File: src/rtl/vec_ctrl_pkg.sv
// Shared types and encodings for the vector processor controller.
// Optional perf counters in the top level are enabled by VEC_CTRL_PERF_EN.
package vec_ctrl_pkg;

  typedef enum logic [2:0] {
    IDLE, DECODE, CSR, EXEC, MEM, WB, DONE, ERROR
  } ctrl_state_e;

  typedef enum logic [2:0] {
    CFG, ARITH, LOAD, STORE, BAD
  } inst_class_e;

  localparam logic [6:0] OP_V     = 7'b1010111;
  localparam logic [6:0] OP_LOAD  = 7'b0000111;
  localparam logic [6:0] OP_STORE = 7'b0100111;

  localparam logic [2:0] F3_OPIVV = 3'b000;
  localparam logic [2:0] F3_OPMVV = 3'b010;
  localparam logic [2:0] F3_OPIVI = 3'b011;
  localparam logic [2:0] F3_OPIVX = 3'b100;
  localparam logic [2:0] F3_OPMVX = 3'b110;
  localparam logic [2:0] F3_OPCFG = 3'b111;

  localparam logic [1:0] MOP_UNIT    = 2'b00;
  localparam logic [1:0] MOP_STRIDED = 2'b10;

  localparam logic [1:0] MUX1_VS1    = 2'b00;
  localparam logic [1:0] MUX1_SCALAR = 2'b01;
  localparam logic [1:0] MUX1_IMM    = 2'b10;
  localparam logic       MUX2_VS2    = 1'b0;
  localparam logic       MUX2_SCALAR = 1'b1;

  // Operand-1 source implied by the OP* category in funct3.
  function automatic logic [1:0] mux1_for_funct3(input logic [2:0] f3);
    case (f3)
      F3_OPIVX, F3_OPMVX: return MUX1_SCALAR;
      F3_OPIVI:           return MUX1_IMM;
      default:            return MUX1_VS1;
    endcase
  endfunction

endpackage

File: src/rtl/vec_ctrl_inst_classifier.sv
// Combinational decode of the latched instruction into its class and the
// decode / operand-mux control fields consumed by the controller.
module vec_ctrl_inst_classifier
  import vec_ctrl_pkg::*;
#(
  parameter int XLEN = 32
) (
  input  logic [XLEN-1:0] inst,
  output inst_class_e     inst_class,
  output logic            vl_sel,
  output logic            vtype_sel,
  output logic            rs1rd_de,
  output logic            rs1_sel,
  output logic            lumop_sel,
  output logic            mask_operation,
  output logic            is_compare,
  output logic [1:0]      data_mux1_sel,
  output logic            data_mux2_sel
);

  logic [6:0] opcode;
  logic [2:0] funct3;
  logic [1:0] mop;
  logic       vm;
  logic       is_mem;
  logic       unused_rs2;

  assign opcode     = inst[6:0];
  assign funct3     = inst[14:12];
  assign mop        = inst[27:26];
  assign vm         = inst[25];
  assign unused_rs2 = ^inst[24:20];

  always_comb begin
    inst_class = BAD;
    case (opcode)
      OP_V:     inst_class = (funct3 == F3_OPCFG) ? CFG : ARITH;
      OP_LOAD:  inst_class = LOAD;
      OP_STORE: inst_class = STORE;
      default:  inst_class = BAD;
    endcase
  end

  assign is_mem = (inst_class == LOAD) || (inst_class == STORE);

  assign vl_sel    = (inst_class == CFG) && (inst[31:30] == 2'b11);
  assign vtype_sel = (inst_class == CFG) && (inst[31:25] == 7'b1000000);
  // rs1=x0 with rd!=x0 on a config op requests VLMAX instead of rs1 data.
  assign rs1rd_de  = !((inst_class == CFG) && (inst[19:15] == 5'd0) && (inst[11:7] != 5'd0));
  assign rs1_sel   = is_mem;
  assign lumop_sel = (inst_class == LOAD) && (mop == MOP_UNIT);

  assign mask_operation = (is_mem || (inst_class == ARITH)) && !vm;
  assign is_compare     = (inst_class == ARITH) && (inst[31:29] == 3'b011);

  assign data_mux1_sel = (inst_class == ARITH) ? mux1_for_funct3(funct3) : MUX1_VS1;
  assign data_mux2_sel = (is_mem && (mop == MOP_STRIDED)) ? MUX2_SCALAR : MUX2_VS2;

endmodule

File: src/rtl/vector_processor_controller.sv
// Sequencing FSM for the vector datapath: accept, decode, dispatch, wait, retire.
// Define VEC_CTRL_PERF_EN to add the perf_retired / perf_stall counters.
module vector_processor_controller
  import vec_ctrl_pkg::*;
#(
  parameter int XLEN        = 32,
  parameter int TIMEOUT_CYC = 255
) (
  input  logic            clk,
  input  logic            reset,
  input  logic            inst_valid,
  input  logic [XLEN-1:0] instruction,
  output logic            inst_ready,
  input  logic            is_vec,
  output logic            inst_done,
  output logic            inst_error,
  output logic            exe_start,
  input  logic            exe_done,
  output logic            mem_start,
  input  logic            mem_done,
  output logic            vl_sel,
  output logic            vtype_sel,
  output logic            lumop_sel,
  output logic            rs1rd_de,
  output logic            rs1_sel,
  output logic            csrwr_en,
  output logic            vec_reg_wr_en,
  output logic            mask_operation,
  output logic            mask_wr_en,
  output logic [1:0]      data_mux1_sel,
  output logic            data_mux2_sel
`ifdef VEC_CTRL_PERF_EN
  ,
  output logic [31:0]     perf_retired,
  output logic [31:0]     perf_stall
`endif
);

  localparam logic [7:0] TIMEOUT_LAST = 8'(TIMEOUT_CYC - 1);

  ctrl_state_e     state, next_state;
  logic [XLEN-1:0] inst_q;
  logic [7:0]      wait_cnt;
  logic            waiting, done_in, timed_out;

  inst_class_e dec_class;
  logic        dec_vl_sel, dec_vtype_sel, dec_rs1rd_de, dec_rs1_sel, dec_lumop_sel;
  logic        dec_mask_operation, dec_is_compare, dec_mux2_sel;
  logic [1:0]  dec_mux1_sel;

  vec_ctrl_inst_classifier #(.XLEN(XLEN)) u_classifier (
    .inst           (inst_q),
    .inst_class     (dec_class),
    .vl_sel         (dec_vl_sel),
    .vtype_sel      (dec_vtype_sel),
    .rs1rd_de       (dec_rs1rd_de),
    .rs1_sel        (dec_rs1_sel),
    .lumop_sel      (dec_lumop_sel),
    .mask_operation (dec_mask_operation),
    .is_compare     (dec_is_compare),
    .data_mux1_sel  (dec_mux1_sel),
    .data_mux2_sel  (dec_mux2_sel)
  );

  assign waiting   = (state == EXEC) || (state == MEM);
  assign done_in   = ((state == EXEC) && exe_done) || ((state == MEM) && mem_done);
  // A done in the final allowed wait cycle takes priority over the timeout.
  assign timed_out = waiting && !done_in && (wait_cnt == TIMEOUT_LAST);

  always_ff @(posedge clk) begin
    if (reset) state <= IDLE;
    else       state <= next_state;
  end

  // Counter sits at zero outside EXEC/MEM, so it is already clear on entry.
  always_ff @(posedge clk) begin
    if (reset) begin
      inst_q   <= '0;
      wait_cnt <= '0;
    end else begin
      if ((state == IDLE) && inst_valid) inst_q <= instruction;
      if (!waiting)      wait_cnt <= '0;
      else if (!done_in) wait_cnt <= wait_cnt + 8'd1;
    end
  end

  always_comb begin
    next_state = state;
    case (state)
      IDLE:   if (inst_valid) next_state = DECODE;
      DECODE: begin
        if (!is_vec) next_state = ERROR;
        else begin
          case (dec_class)
            CFG:         next_state = CSR;
            ARITH:       next_state = EXEC;
            LOAD, STORE: next_state = MEM;
            default:     next_state = ERROR;
          endcase
        end
      end
      CSR:  next_state = DONE;
      EXEC: begin
        if (exe_done)       next_state = WB;
        else if (timed_out) next_state = ERROR;
      end
      MEM: begin
        if (mem_done)       next_state = (dec_class == LOAD) ? WB : DONE;
        else if (timed_out) next_state = ERROR;
      end
      WB:      next_state = DONE;
      DONE:    next_state = IDLE;
      ERROR:   next_state = IDLE;
      default: next_state = IDLE;
    endcase
  end

  always_comb begin
    inst_ready     = 1'b0;
    inst_done      = 1'b0;
    inst_error     = 1'b0;
    exe_start      = 1'b0;
    mem_start      = 1'b0;
    csrwr_en       = 1'b0;
    vec_reg_wr_en  = 1'b0;
    mask_wr_en     = 1'b0;
    vl_sel         = 1'b0;
    vtype_sel      = 1'b0;
    lumop_sel      = 1'b0;
    rs1rd_de       = 1'b0;
    rs1_sel        = 1'b0;
    mask_operation = 1'b0;
    data_mux1_sel  = MUX1_VS1;
    data_mux2_sel  = MUX2_VS2;
    case (state)
      IDLE:  inst_ready = 1'b1;
      CSR:   csrwr_en   = 1'b1;
      EXEC:  exe_start  = (wait_cnt == 8'd0);
      MEM:   mem_start  = (wait_cnt == 8'd0);
      WB: begin
        vec_reg_wr_en = 1'b1;
        mask_wr_en    = dec_is_compare;
      end
      DONE:    inst_done  = 1'b1;
      ERROR:   inst_error = 1'b1;
      default: ;
    endcase
    if (state != IDLE) begin
      vl_sel         = dec_vl_sel;
      vtype_sel      = dec_vtype_sel;
      lumop_sel      = dec_lumop_sel;
      rs1rd_de       = dec_rs1rd_de;
      rs1_sel        = dec_rs1_sel;
      mask_operation = dec_mask_operation;
      data_mux1_sel  = dec_mux1_sel;
      data_mux2_sel  = dec_mux2_sel;
    end
  end

`ifdef VEC_CTRL_PERF_EN
  always_ff @(posedge clk) begin
    if (reset) begin
      perf_retired <= '0;
      perf_stall   <= '0;
    end else begin
      if (state == DONE)       perf_retired <= perf_retired + 32'd1;
      if (waiting && !done_in) perf_stall   <= perf_stall + 32'd1;
    end
  end
`endif

endmodule

File: config.mk
export PLATFORM = sky130hd
export DESIGN_NAME = vector_processor_controller
export DESIGN_NICKNAME = d
export VERILOG_FILES = /design/src/rtl/vec_ctrl_pkg.sv /design/src/rtl/vec_ctrl_inst_classifier.sv /design/src/rtl/vector_processor_controller.sv
export SDC_FILE = /design/constraint.sdc
export NUM_CORES = 1
export LEC_CHECK = 0
export CAP_MARGIN = 20
export CORE_MARGIN = 5
export CORE_UTILIZATION = 47
export CTS_CLUSTER_SIZE = 8
export DETAILED_ROUTE_END_ITERATION = 10
export GPL_TIMING_DRIVEN = 0
export HOLD_SLACK_MARGIN = 0.03
export PLACE_DENSITY = 0.77
export SYNTH_ARGS = -nofsm -noshare
export SYNTH_HDL_FRONTEND = slang
export SYNTH_SLANG_ARGS = --single-unit
File: constraint.sdc
create_clock -name clk -period 1.8 [get_ports clk]
set_input_delay 0.45 -clock clk [delete_from_list [all_inputs] [get_ports clk]]
set_output_delay 0.45 -clock clk [all_outputs]
set_load 0.05 [all_outputs]
Word level (Yosys, flattened, before mapping)
Index checks and enable logic that the tools add are counted.
Word-level totals
  output and inout bits: 17
  logic and storage cells: 89
  bits of input ports: 38
  register bits: 43
Cells by class
  add/subtract/negate cells: 1
  equal/unequal tests: 23
  bitwise operators: 1
  reduce and logical (&&, ||, !) cells: 32
  multiplexer cells: 29
Operators with widths (count)
  $eq A3 B3 Y1 const B: 7
  $eq A3 B2 Y1 const B: 6
  $pmux W3 S3: 2
  $pmux W3 S6: 1
  $mux W1: 17
  $mux W3: 5
  $eq A7 B7 Y1 const B: 2
  $logic_and A1 B1 Y1: 13
  $reduce_or A2 Y1: 5
  $add A8 B1 Y8 const B: 1
  $eq A8 B8 Y1 const B: 1
  $logic_not A8 Y1: 1
  $eq A7 B3 Y1 const B: 1
  $eq A7 B6 Y1 const B: 1
  $eq A3 B1 Y1 const B: 2
  $logic_not A3 Y1: 2
  $mux W2: 3
  $logic_not A5 Y1: 1
  $reduce_bool A5 Y1: 1
  $eq A2 B2 Y1 const B: 2
  $logic_or A1 B1 Y1: 4
  $pmux W2 S2: 1
  $logic_not A1 Y1: 3
  $reduce_bool A3 Y1: 1
  other kinds (3): 3

Logic depth before layout (Yosys ltp)
Gate-level depths: netlist (run 1).
  word-level depth: 9
  mapped depth: 7

By module
From an unflattened synthesis (run 1), not the netlist that was laid out.
Unflattened totals
  cells, all modules: 282
  area total of the unflattened synthesis: 2182.1 sq um
By module, submodules not included
  vector_processor_controller: instances 1, cells an instance 248, area each 1981.9 sq um
  vec_ctrl_inst_classifier: instances 1, cells an instance 34, area each 200.2 sq um

Worst setup path before layout (run 1)
OpenSTA, ideal clock, no wires.
  kind: register to output
  start: reg state[0]
  end: out data_mux1_sel[0]
  stages on the path, launching flop included: 5
  arrival: 2772 ps
  setup slack: -1422 ps
  cells stage by stage: dfxtp_1 buf_2 nor3_1 clkbuf_1 nor4b_1
On the way
  cells in the longest elaborated chain, start to end: 2
RTL lines
  start: declaration: RTL line vector_processor_controller.sv:41  | ctrl_state_e state, next_state;
  start signal: assignment: RTL line vector_processor_controller.sv:72  | else state <= next_state;
  $reduce_bool A3 Y1: RTL line vector_processor_controller.sv:148  | if (state != IDLE) begin
  $mux W2: RTL line vector_processor_controller.sv:148
  end: declaration: RTL line vector_processor_controller.sv:30  | output logic [1:0] data_mux1_sel,
No other way between the ends.

Final worst setup path (run 1)
  start: reg inst_q[5]
  end: out data_mux1_sel[0]
On the way
  cells in the longest elaborated chain, start to end: 5
  elaborated cells between the ends (all ways): 7
  those cells by class: 4 x eq/ne; 3 x mux
RTL lines
  start: declaration: RTL line vector_processor_controller.sv:42  | logic [XLEN-1:0] inst_q;
  start signal: assignment: RTL line vector_processor_controller.sv:81  | if ((state == IDLE) && inst_valid) inst_q <= instruction;
  $eq A7 B6 Y1 (tied with other cells): RTL line vec_ctrl_inst_classifier.sv:36  | case (opcode)
  $pmux W3 S3 (*): RTL line vec_ctrl_inst_classifier.sv:36
  $eq A3 B1 Y1 (*): RTL line vec_ctrl_inst_classifier.sv:56  | assign data_mux1_sel = (inst_class == ARITH) ? mux1_for_funct3(funct3) : MUX1_VS1;
  $mux W2 (*): RTL line vec_ctrl_inst_classifier.sv:56
  $mux W2 (*): RTL line vector_processor_controller.sv:148
Every way passes the cells marked *; elsewhere a longest branch is shown, timed or not.

==> impl_metrics.ini, run 1 <==
[status]
outcome = finished, violations left
violations = negative setup slack

[routing]
drt_wl_total_mm = 7.53
drc = 0
vias = 2277
drt_iter0_drc = 235
drt-vias-per-instance = 5.96
drt-pass1-iter-count = 4
ant_nets = 0
avgRoutedWirePerCell_um = 19.7

[sta]
setup_violations = 27
hold_slack_ns = 0.463
fin_skew_ns = 0.00638
tightestPinTransition_ns = 0.568
setup_slack_ns = -0.349
drv_slew = 0
post-route-min-period_ns = 2.15
finalCritPeriodShare_pct = 119
rsz0062_at_grt = true
fmax_mhz = 465
finalHoldViolations = 0
relSlewSlack_pct = 62.1

[cells_and_area]
final_common_cell = nand2_1
final_core_util_pct = 89.6
fillerInstances = 159
final_cell_mix = 61 x nand2_1, 31 x clkdlybuf4s50_1, 29 x buf_6, 29 x a21oi_1, 25 x dfxtp_1
layout-drive-gt1-share_pct = 40.5
nets = 373
area_growth_pct = 81.7

[clock_network]
numCtsBuffers = 5
cts_htree_levels = 2
insertion_delay_ns = 0.30
cts_tree = done
root_buffer = clkbuf_8
clk_path_buf_depth = 2
cts_hold_buffers = 0
path_clk_slew_ns = 0.08
clock-sinks = 38

[run]
cap_viol_max_count = 0

[critical_path]
crit_buf_inv = 1
critical_path.max_fanout = 4
worstSetupPathType = reg2out
crit_family = simple AND/OR/NAND/NOR gates
cp.required_ns = 1.35
cp_slowest_cell = dfxtp_2
cp-start-kind = flip-flop
cp-end-kind = output pin
cp_cell_sequence = nand3b_1 -> nor2_4 -> nand2_4 -> nor4b_4 -> buf_6
slowest_delay_ns = 0.33
cp_data_arrival_time_ns = 1.70

[yosys]
netlist_area_mm2 = 0.00185
synth_nets = 284
ys_seq_area_share_pct = 41.2
synthCells = 243
ys_ff_latch = 38
yosys_warnings = 0
syn_avg_cell_area_um2 = 7.60
yosys.cell_types.count = 42

[global_routing]
grtUsageMet2_pct = 43.1
met3_usage_pct = 6.61
grt_max_degree = 14
grt_pass1_vias = 2104
grt.total_usage_pct = 24.7
grt_pass1_wl_mm = 10.2
antenna_found_initial = 0
grt_util_met1_pct = 30.4
grt-ovfl-total = 0
busiest_layer = met2

[pwr]
p_int_w = 0.00219
p_clk_share_pct = 26.4
power.net_switching_w = 0.00118
pwr-share-comb_pct = 43.0
vdd_drop_max_v = 0.000631
pwr-share-seq_pct = 30.6
leakagePower_nw = 1.26
p_sw_share_pct = 35.0
p_per_area_mw_per_mm2 = 1010

[floorplanning]
die_area_mm2 = 0.00528
coreArea_mm2 = 0.00374
ioPinCount = 55
initial_utilization_pct = 49.3
fp.dieW_um = 72.7
die_h_um = 72.7
rows = 22

[place]
gp_congestion = 0.859
port_buffers = 49
hpwl_mm = 3.72

[hold_path]
hold_path.class = reg2reg
-- final cells by class --
cell class                      instances  area, µm²  share of cell area, %
Sequential cell                        38        779                   23.2
Multi-Input combinational cell        186       1370                   40.9
Tap cell                               48       60.1                   1.79
Clock buffer                            5       68.8                   2.05
Buffer                                 12        138                   4.10
Inverter                                6       26.3                  0.783
Antenna cell                            1       2.50                 0.0746
Clock inverter                          3       68.8                   2.05
Timing Repair Buffer                   83        840                   25.0
-- worst register-to-register path, stage by stage, from the launching register on --
cell and delay [ns]:
dfxtp_4 0.39, buf_6 0.10, or3b_4 0.40, o21a_1 0.16, or4_4 0.51, a221oi_2 0.26
-- timing repair --
item                       CTS  global route
setup buffers               25            10
gates resized for setup    174            53
pin swaps                   22            13
setup endpoints to repair   42            44
gates cloned                 1             1
-- metrics by stage --
| step | power (W) | instance area [µm²] | instances | TNS, ns | worst slack [ns] |
|---|---|---|---|---|---|
| after floorplan | 0.00162 | 2020 | 243 | -1.42 | -0.278 |
| after global placement | 0.00187 | 2570 | 340 | -14.39 | -0.787 |
| after detailed placement | 0.00188 | 2570 | 340 | -14.94 | -0.793 |
| after CTS | 0.00306 | 3130 | 372 | -2.61 | -0.307 |
| after global routing | 0.00350 | 3350 | 381 | -5.32 | -0.416 |
| final | 0.00338 | 3360 | 382 | -3.82 | -0.349 |
-- flip-flops by register name, summed over array words and instances, names as in the netlist --
register,flops
wait_cnt,8
inst_q,27
state,3
-- per-layer routing --
layer	vias up	wire length, µm
li1	1023	-
met1	1073	3010
met2	145	3700
met3	36	537
met4	0	291
met5	-	0
-- logic make-up after synthesis --
logic type	Yosys count	share of synthesized area (%)
and+or+nand+nor	129	34.3
AOI/OAI and AO/OA	49	15.9
DFF	38	41.2
buffers and inverters	19	4.20
xor gates and xnor gates	5	2.37
adders and majority gates	3	2.03
-- cells in the mapped netlist, drive strengths merged --
master | instances | area (µm²)
inv | 6 | 22.5
o2111ai | 1 | 8.76
a21oi | 34 | 170
xnor2 | 1 | 8.76
nand4bb | 1 | 11.3
and4b | 1 | 10.0
or2 | 1 | 6.26
and4 | 1 | 8.76
nor4b | 4 | 35.0
dfxtp | 38 | 761
a311oi | 2 | 23.8
nand2 | 68 | 255
nand3b | 2 | 15.0
nor2 | 16 | 60.1
or4 | 6 | 48.8
o21ai | 2 | 10.0
o311a | 1 | 10.0
o21a | 1 | 7.51
or4b | 1 | 10.0
a221oi | 1 | 8.76
xor2 | 4 | 35.0
nand4 | 4 | 25.0
nor3b | 1 | 7.51
nor4 | 3 | 18.8
nand2b | 2 | 12.5
o31ai | 2 | 15.0
or3 | 2 | 12.5
a32oi | 1 | 8.76
and2 | 3 | 18.8
nor3 | 6 | 30.0
nand3 | 3 | 15.0
a211oi | 2 | 15.0
a41oi | 1 | 8.76
clkbuf | 8 | 30.0
nand4b | 2 | 17.5
ha | 3 | 37.5
nor2b | 1 | 6.26
buf | 5 | 25.0
or3b | 1 | 8.76
a21o | 1 | 7.51
-- power groups by stage --
stage / Clock [W] / Sequential [W] / Combinational [W]
after detailed placement: 0 / 0.00103 / 0.000852
after global placement: 0 / 0.00102 / 0.000844
after CTS: 0.000882 / 0.00102 / 0.00116
final: 0.000893 / 0.00103 / 0.00145
after global routing: 0.000933 / 0.00104 / 0.00152
after floorplan: 0 / 0.00101 / 0.000613
-- worst paths after layout --
kind                                              from                     end  slack, ns  cells past startpoint
worst max-delay path            inst_q[5]$_SDFFE_PP0P_        data_mux1_sel[0]      -0.35                      5
worst min-delay path            inst_q[9]$_SDFFE_PP0P_  inst_q[9]$_SDFFE_PP0P_       0.46                      2
worst max register to register   state[2]$_SDFFE_PP0P_   state[0]$_SDFFE_PP0P_      -0.12                      5
worst min register to register  inst_q[9]$_SDFFE_PP0P_  inst_q[9]$_SDFFE_PP0P_       0.46                      2
No activity file was read; power rests on OpenSTA's default activity.
==> run 2: changes to the inputs <==
CORE_UTILIZATION = 49   (was 47)
SYNTH_HIERARCHICAL = 1   (was unset)
==> run 2 against run 1 <==
Compared with the run above:
- the flow still finishes with violations (negative setup slack)
- sequential share of layout area rose by 1.3 points
- highest routed layer unchanged
- via count fell by 4.9%
- clock power fell by 37%
==> impl_metrics.ini, run 2 <==
[floorplanning]
coreArea_mm2 = 0.00400
ioPinCount = 55
fp.dieW_um = 74.2
die_area_mm2 = 0.00550
rows = 23
die_h_um = 74.2
initial_utilization_pct = 50.5

[routing]
vias = 2165
drt_iter0_drc = 179
avgRoutedWirePerCell_um = 16.2
drc = 0
drt_wl_total_mm = 6.29
drt-vias-per-instance = 5.58
drt-pass1-iter-count = 4
ant_nets = 0

[clock_network]
cts_tree = done
cts_hold_buffers = 0
insertion_delay_ns = 0.29
root_buffer = clkbuf_8
path_clk_slew_ns = 0.08
numCtsBuffers = 5
clock-sinks = 38
clk_path_buf_depth = 2
cts_htree_levels = 2

[cells_and_area]
final_common_cell = nand2_1
final_cells = 388
largest_reg_flops = 27
area_growth_pct = 58.7
regMostFlops = inst_q
nets = 379
largest_registers = inst_q: 27 flops, wait_cnt: 8 flops, state: 3 flops
layout-drive-gt1-share_pct = 35.8
final_cell_mix = 64 x nand2_1, 31 x clkdlybuf4s50_1, 30 x a21oi_1
diodes = 0

[critical_path]
cp.required_ns = 1.35
critical_path.endpoint = rs1rd_de
cp-end-kind = output pin
reg2regPathDepth = 9
rrSetupSlack_ns = -0.20
critical_path.max_fanout = 3
timing.rr.end = state[0]$_SDFFE_PP0P_
worstSetupPathType = reg2out
cp_data_arrival_time_ns = 1.82
crit_start = inst_q[3]$_SDFFE_PP0P_
rr_startpoint = inst_q[3]$_SDFFE_PP0P_
cp-start-kind = flip-flop

[global_routing]
grt_pass1_vias = 2065
grtUsageMet2_pct = 36.7
grt_pass1_wl_mm = 8.98
grt_max_degree = 12
busiest_layer = met2
grt-ovfl-total = 0
met3_usage_pct = 5.27
antenna_found_initial = 0
grt_util_met1_pct = 24.1
grt.total_usage_pct = 21.0

[pwr]
vdd_drop_max_v = 0.000713
p_int_w = 0.00231
p_clk_share_pct = 14.3
pwr-share-comb_pct = 54.8
power.net_switching_w = 0.00164
leakagePower_nw = 1.18
p_sw_share_pct = 41.5
p_per_area_mw_per_mm2 = 1230
pwr-share-seq_pct = 30.9

[place]
port_buffers = 48
gp_congestion = 0.836
placedCellCount = 360
hpwl_mm = 3.71

[sta]
fin_skew_ns = 0.00446
relSlewSlack_pct = 71.5
fmax_mhz = 440
setup_violations = 16
tns_ns = -3.91
tightestPinTransition_ns = 0.428
finalCritPeriodShare_pct = 126
rsz0062_at_grt = true
drv_slew = 0
finalHoldViolations = 0
setup_slack_ns = -0.471
post-route-min-period_ns = 2.27

[status]
violations = negative setup slack
outcome = finished, violations left

[yosys]
netlist_area_mm2 = 0.00202
syn_avg_cell_area_um2 = 7.71
yosys_warnings = 6
synthCells = 262
synth_nets = 303

[hold_path]
hold_path.class = reg2reg

[run]
cap_viol_max_count = 0
[run 2: cell type report]
cell class	instances	area, µm²
sequential	38	786
timing repair buffer	70	744
inverter	6	32.5
clock inverter	1	7.51
clock buffer	6	72.6
fill	271	795
buffer	18	121
tap	50	62.6
multi-input combinational	199	1380
[run 2: repair_timing]
item,CTS,global route
buffers inserted,11,11
gates cloned,0,0
pin swaps,10,15
gates resized for setup,157,52
setup endpoints to repair,19,28
hold endpoints to repair,0,0
[run 2: power by group through the flow]
stage               sequential [W]  combinational, W  clock (W)
finish                     0.00122           0.00216   0.000563
global route               0.00125           0.00231   0.000604
CTS                        0.00118           0.00186   0.000562
detailed placement         0.00115           0.00145          0
global placement           0.00114           0.00143          0
floorplan                  0.00112           0.00108          0
[run 2: layer usage]
layer	up-vias	part of all wire, %	wire length [µm]
met5	-	0	0
met2	84	51	3190
met4	0	4.1	256
li1	1042	-	-
met3	25	6.8	430
met1	1014	38	2410
[run 2: how the worst min path moves through the flow]
stage | start | end | slack, ns | cells past startpoint
after floorplan | inst_q[11]$_SDFFE_PP0P_ | inst_q[11]$_SDFFE_PP0P_ | 0.43 | 2
after global placement | inst_q[11]$_SDFFE_PP0P_ | inst_q[11]$_SDFFE_PP0P_ | 0.44 | 2
after detailed placement | inst_q[9]$_SDFFE_PP0P_ | inst_q[9]$_SDFFE_PP0P_ | 0.45 | 2
after CTS | inst_q[9]$_SDFFE_PP0P_ | inst_q[9]$_SDFFE_PP0P_ | 0.46 | 2
after global routing | inst_q[9]$_SDFFE_PP0P_ | inst_q[9]$_SDFFE_PP0P_ | 0.47 | 2
final | inst_q[9]$_SDFFE_PP0P_ | inst_q[9]$_SDFFE_PP0P_ | 0.45 | 2
[run 2: through the flow]
stage	instance area, µm²	hold WS (ns)	power, W	setup slack [ns]	util (%)
3_3_place_gp	2610	0.440	0.00257	-0.728	65.3
3_5_place_dp	2610	0.446	0.00260	-0.752	65.3
2_1_floorplan	2070	0.431	0.00219	-0.138	-
4_1_cts	2930	0.455	0.00361	-0.459	73.3
5_1_grt	3210	0.466	0.00416	-0.508	80.1
6_report	3210	0.453	0.00395	-0.471	80.1
[run 2: worst max-delay path: stages, from the launching register on]
cell	delay [ns]
dfxtp_2	0.33
and4b_2	0.34
nand2_4	0.06
or4_1	0.48
nor2b_4	0.16
buf_8	0.14
==> patch, RTL diff (config.mk and constraints of run 1) <==
Build with the macro `VEC_CTRL_PERF_EN` defined.
--- a/src/rtl/vector_processor_controller.sv
+++ b/src/rtl/vector_processor_controller.sv
@@ -1,4 +1,6 @@
 // Sequencing FSM for the vector datapath: accept, decode, dispatch, wait, retire.
 // Define VEC_CTRL_PERF_EN to add the perf_retired / perf_stall counters.
+`define VEC_CTRL_PERF_EN
+
 module vector_processor_controller
   import vec_ctrl_pkg::*;
Behaviour (old outputs only; new: perf_retired and perf_stall): unchanged (Yosys induction, for registers that start in step).
==> patch against run 1 <==
- the run still ends with negative setup slack left
- design area is 150% higher
- sequential cell count increased by 64
- worst setup slack worse by 0.15 ns
- area after synthesis rose to 2.7 times the old value
- routed wire length up 150%
- sequential power grew 130%
- count of clock-buffer cells in the layout rose by 8
- power rose by 40%
==> patch: results (changes against run 1) <==
[synthesis]
yosys_warnings = 0  ; unchanged
ys_seq_area_share_pct = 41.5  ; +0.30 points
ys_top_cells_by_area = dfxtp_1 41%, a21oi_1 8.1%, nand2_1 6.9%
synth_common_cells = 102 x dfxtp_1, 90 x nand2_1, 80 x a21oi_1, 41 x or4_1
ys.flop_type = dfxtp_1
ys_async_sr_fraction_pct = 0  ; unchanged
yosysUniqueCellTypes = 52  ; +24%
synth_nets = 650  ; +130%

[drt]
first_pass_iters = 5  ; +1
wirelength_um = 18700  ; +150%
vias = 5788  ; +150%
dr.first_iter.drc_count = 467  ; +99%

[power]
worst_ir_drop_vdd_uv = 349  ; -45%
intPower_uw = 3340  ; +52%
p_leak_uw = 0.00310  ; +150%

[clock_network]
clockRootBuffer = clkbuf_8
clockBufferDepth = 2  ; unchanged
path_clk_slew_ns = 0.10  ; +0.02 ns
cts_resized = 285  ; +64%
h-tree-depth = 3  ; +1
cts_setup_buffers = 46  ; +84%
cts_made_buffers = 9  ; +4
clk_latency_ns = 0.38  ; +0.08 ns

[critical_path]
cp_max_fo = 4  ; unchanged
crit_arrival_ns = 1.85  ; +0.15 ns
cp_slowest_cell = dfxtp_4
cpPeakStageDelay_ns = 0.36  ; +0.03 ns
r2r_cells = 7  ; +2

[finish]
nets = 854  ; +130%
drive_gt1_share_pct = 44.0  ; +3.5 points
fillers = 640  ; +300%
reg.largest.list = perf_retired: 32 flops, perf_stall: 32 flops, inst_q: 27 flops

[hold_path]
hp-class = reg2reg
hold-path-cell-count = 2  ; unchanged

[global_route]
grt_max_degree = 17  ; +3
grt_pass1_vias = 5347  ; +150%
grtUsageTotal_pct = 24.4  ; -0.24 points
grt_pass1_wl_um = 25800  ; +150%
antenna_found_initial = 1  ; +1

[placement]
hpwlAfterDp_um = 10100  ; +170%
port_buffers = 112  ; +130%
globalplace.congestion = 0.827  ; -3.7%
post-place-ws_ns = -0.815  ; -0.0222 ns

[sta]
tightestPinTransition_ns = 0.681  ; +0.112 ns
clock-skew-final_ns = 0.0142  ; +0.00786 ns
setup_slack_ns = -0.502  ; -0.153 ns
setup_viol = 70  ; +160%

[outcome]
outcome = finished with violations
violations = negative setup slack

-- patch: cell types whose count changed in the layout (fill, tap and decap cells not counted), moves of 20 or more --
cell / before / now
a21oi_1: 29 / 53
a21oi_2: 4 / 26
buf_4: 22 / 63
clkbuf_2: 0 / 25
dfxtp_1: 25 / 45
dfxtp_4: 1 / 26
dlygate4sd2_1: 1 / 35
nand2_1: 61 / 84
or4_4: 4 / 29
-- patch: metrics by stage --
| stage | setup TNS (ns) | std cells | hold slack (ns) | area, sq um |
|---|---|---|---|---|
| after floorplan | -3.82 | 607 | 0.431 | 5360 |
| final | -17.87 | 953 | 0.459 | 8220 |
| after detailed placement | -43.00 | 855 | 0.450 | 6650 |
| after CTS | -9.59 | 921 | 0.464 | 7560 |
| after global placement | -40.38 | 855 | 0.441 | 6650 |
| after global routing | -22.94 | 953 | 0.483 | 8220 |
-- patch: critical path: cells and delay by family, from the launching register on --
family | cells | cell delay [ns]
buf+inv | 1 | 0.21
simple gates | 3 | 0.57
compound gates | 1 | 0.33
flops | 1 | 0.36
-- patch: cells by family (layout without fill, tap and decap cells) --
kind of cell               count (synthesis)  count (layout)  share of synthesized area, %
AOI/OAI and AO/OA                        150             150                          18.1
xor gates and xnor gates                  17              17                          3.03
muxes                                      4               4                         0.890
and+or+nand+nor                          274             274                          30.8
buffers and inverters                     55             264                          4.42
adders and majority gates                  5               5                          1.27
other                                      0               1                             0
DFF                                      102             102                          41.5
-- patch: worst paths after layout --
| check | from | endpoint | slack, ns |
|---|---|---|---|
| max | inst_q[5] | mask_operation | -0.50 |
| min | inst_q[15] | inst_q[15] | 0.46 |
| max reg2reg | state[0] | perf_retired[29] | -0.38 |
| min reg2reg | inst_q[15] | inst_q[15] | 0.46 |
-- patch: final cells by class --
cell class / instances / area share [%]
Antenna cell: 1 / 0.0304
Buffer: 33 / 3.94
Clock buffer: 13 / 2.19
Clock inverter: 3 / 0.259
Inverter: 17 / 0.776
Multi-Input combinational cell: 450 / 42.3
Sequential cell: 102 / 26.5
Tap cell: 136 / 2.07
Timing Repair Buffer: 198 / 21.9
-- patch: per-layer routing --
| layer | global-route usage (%) | routed length (um) | vias up |
|---|---|---|---|
| met5 | 0 | 0 | - |
| met4 | 7.13 | 423 | 0 |
| met3 | 5.28 | 1310 | 42 |
| met2 | 43.4 | 9620 | 305 |
| met1 | 29.6 | 7320 | 2798 |
| li1 | - | - | 2643 |
-- patch: power by group through the flow --
stage	Combinational, uW	Clock [uW]	Sequential (uW)
floorplan	398	0	2400
global placement	582	0	2400
detailed placement	589	0	2400
CTS	723	1510	2360
global route	869	1630	2370
finish	819	1540	2360
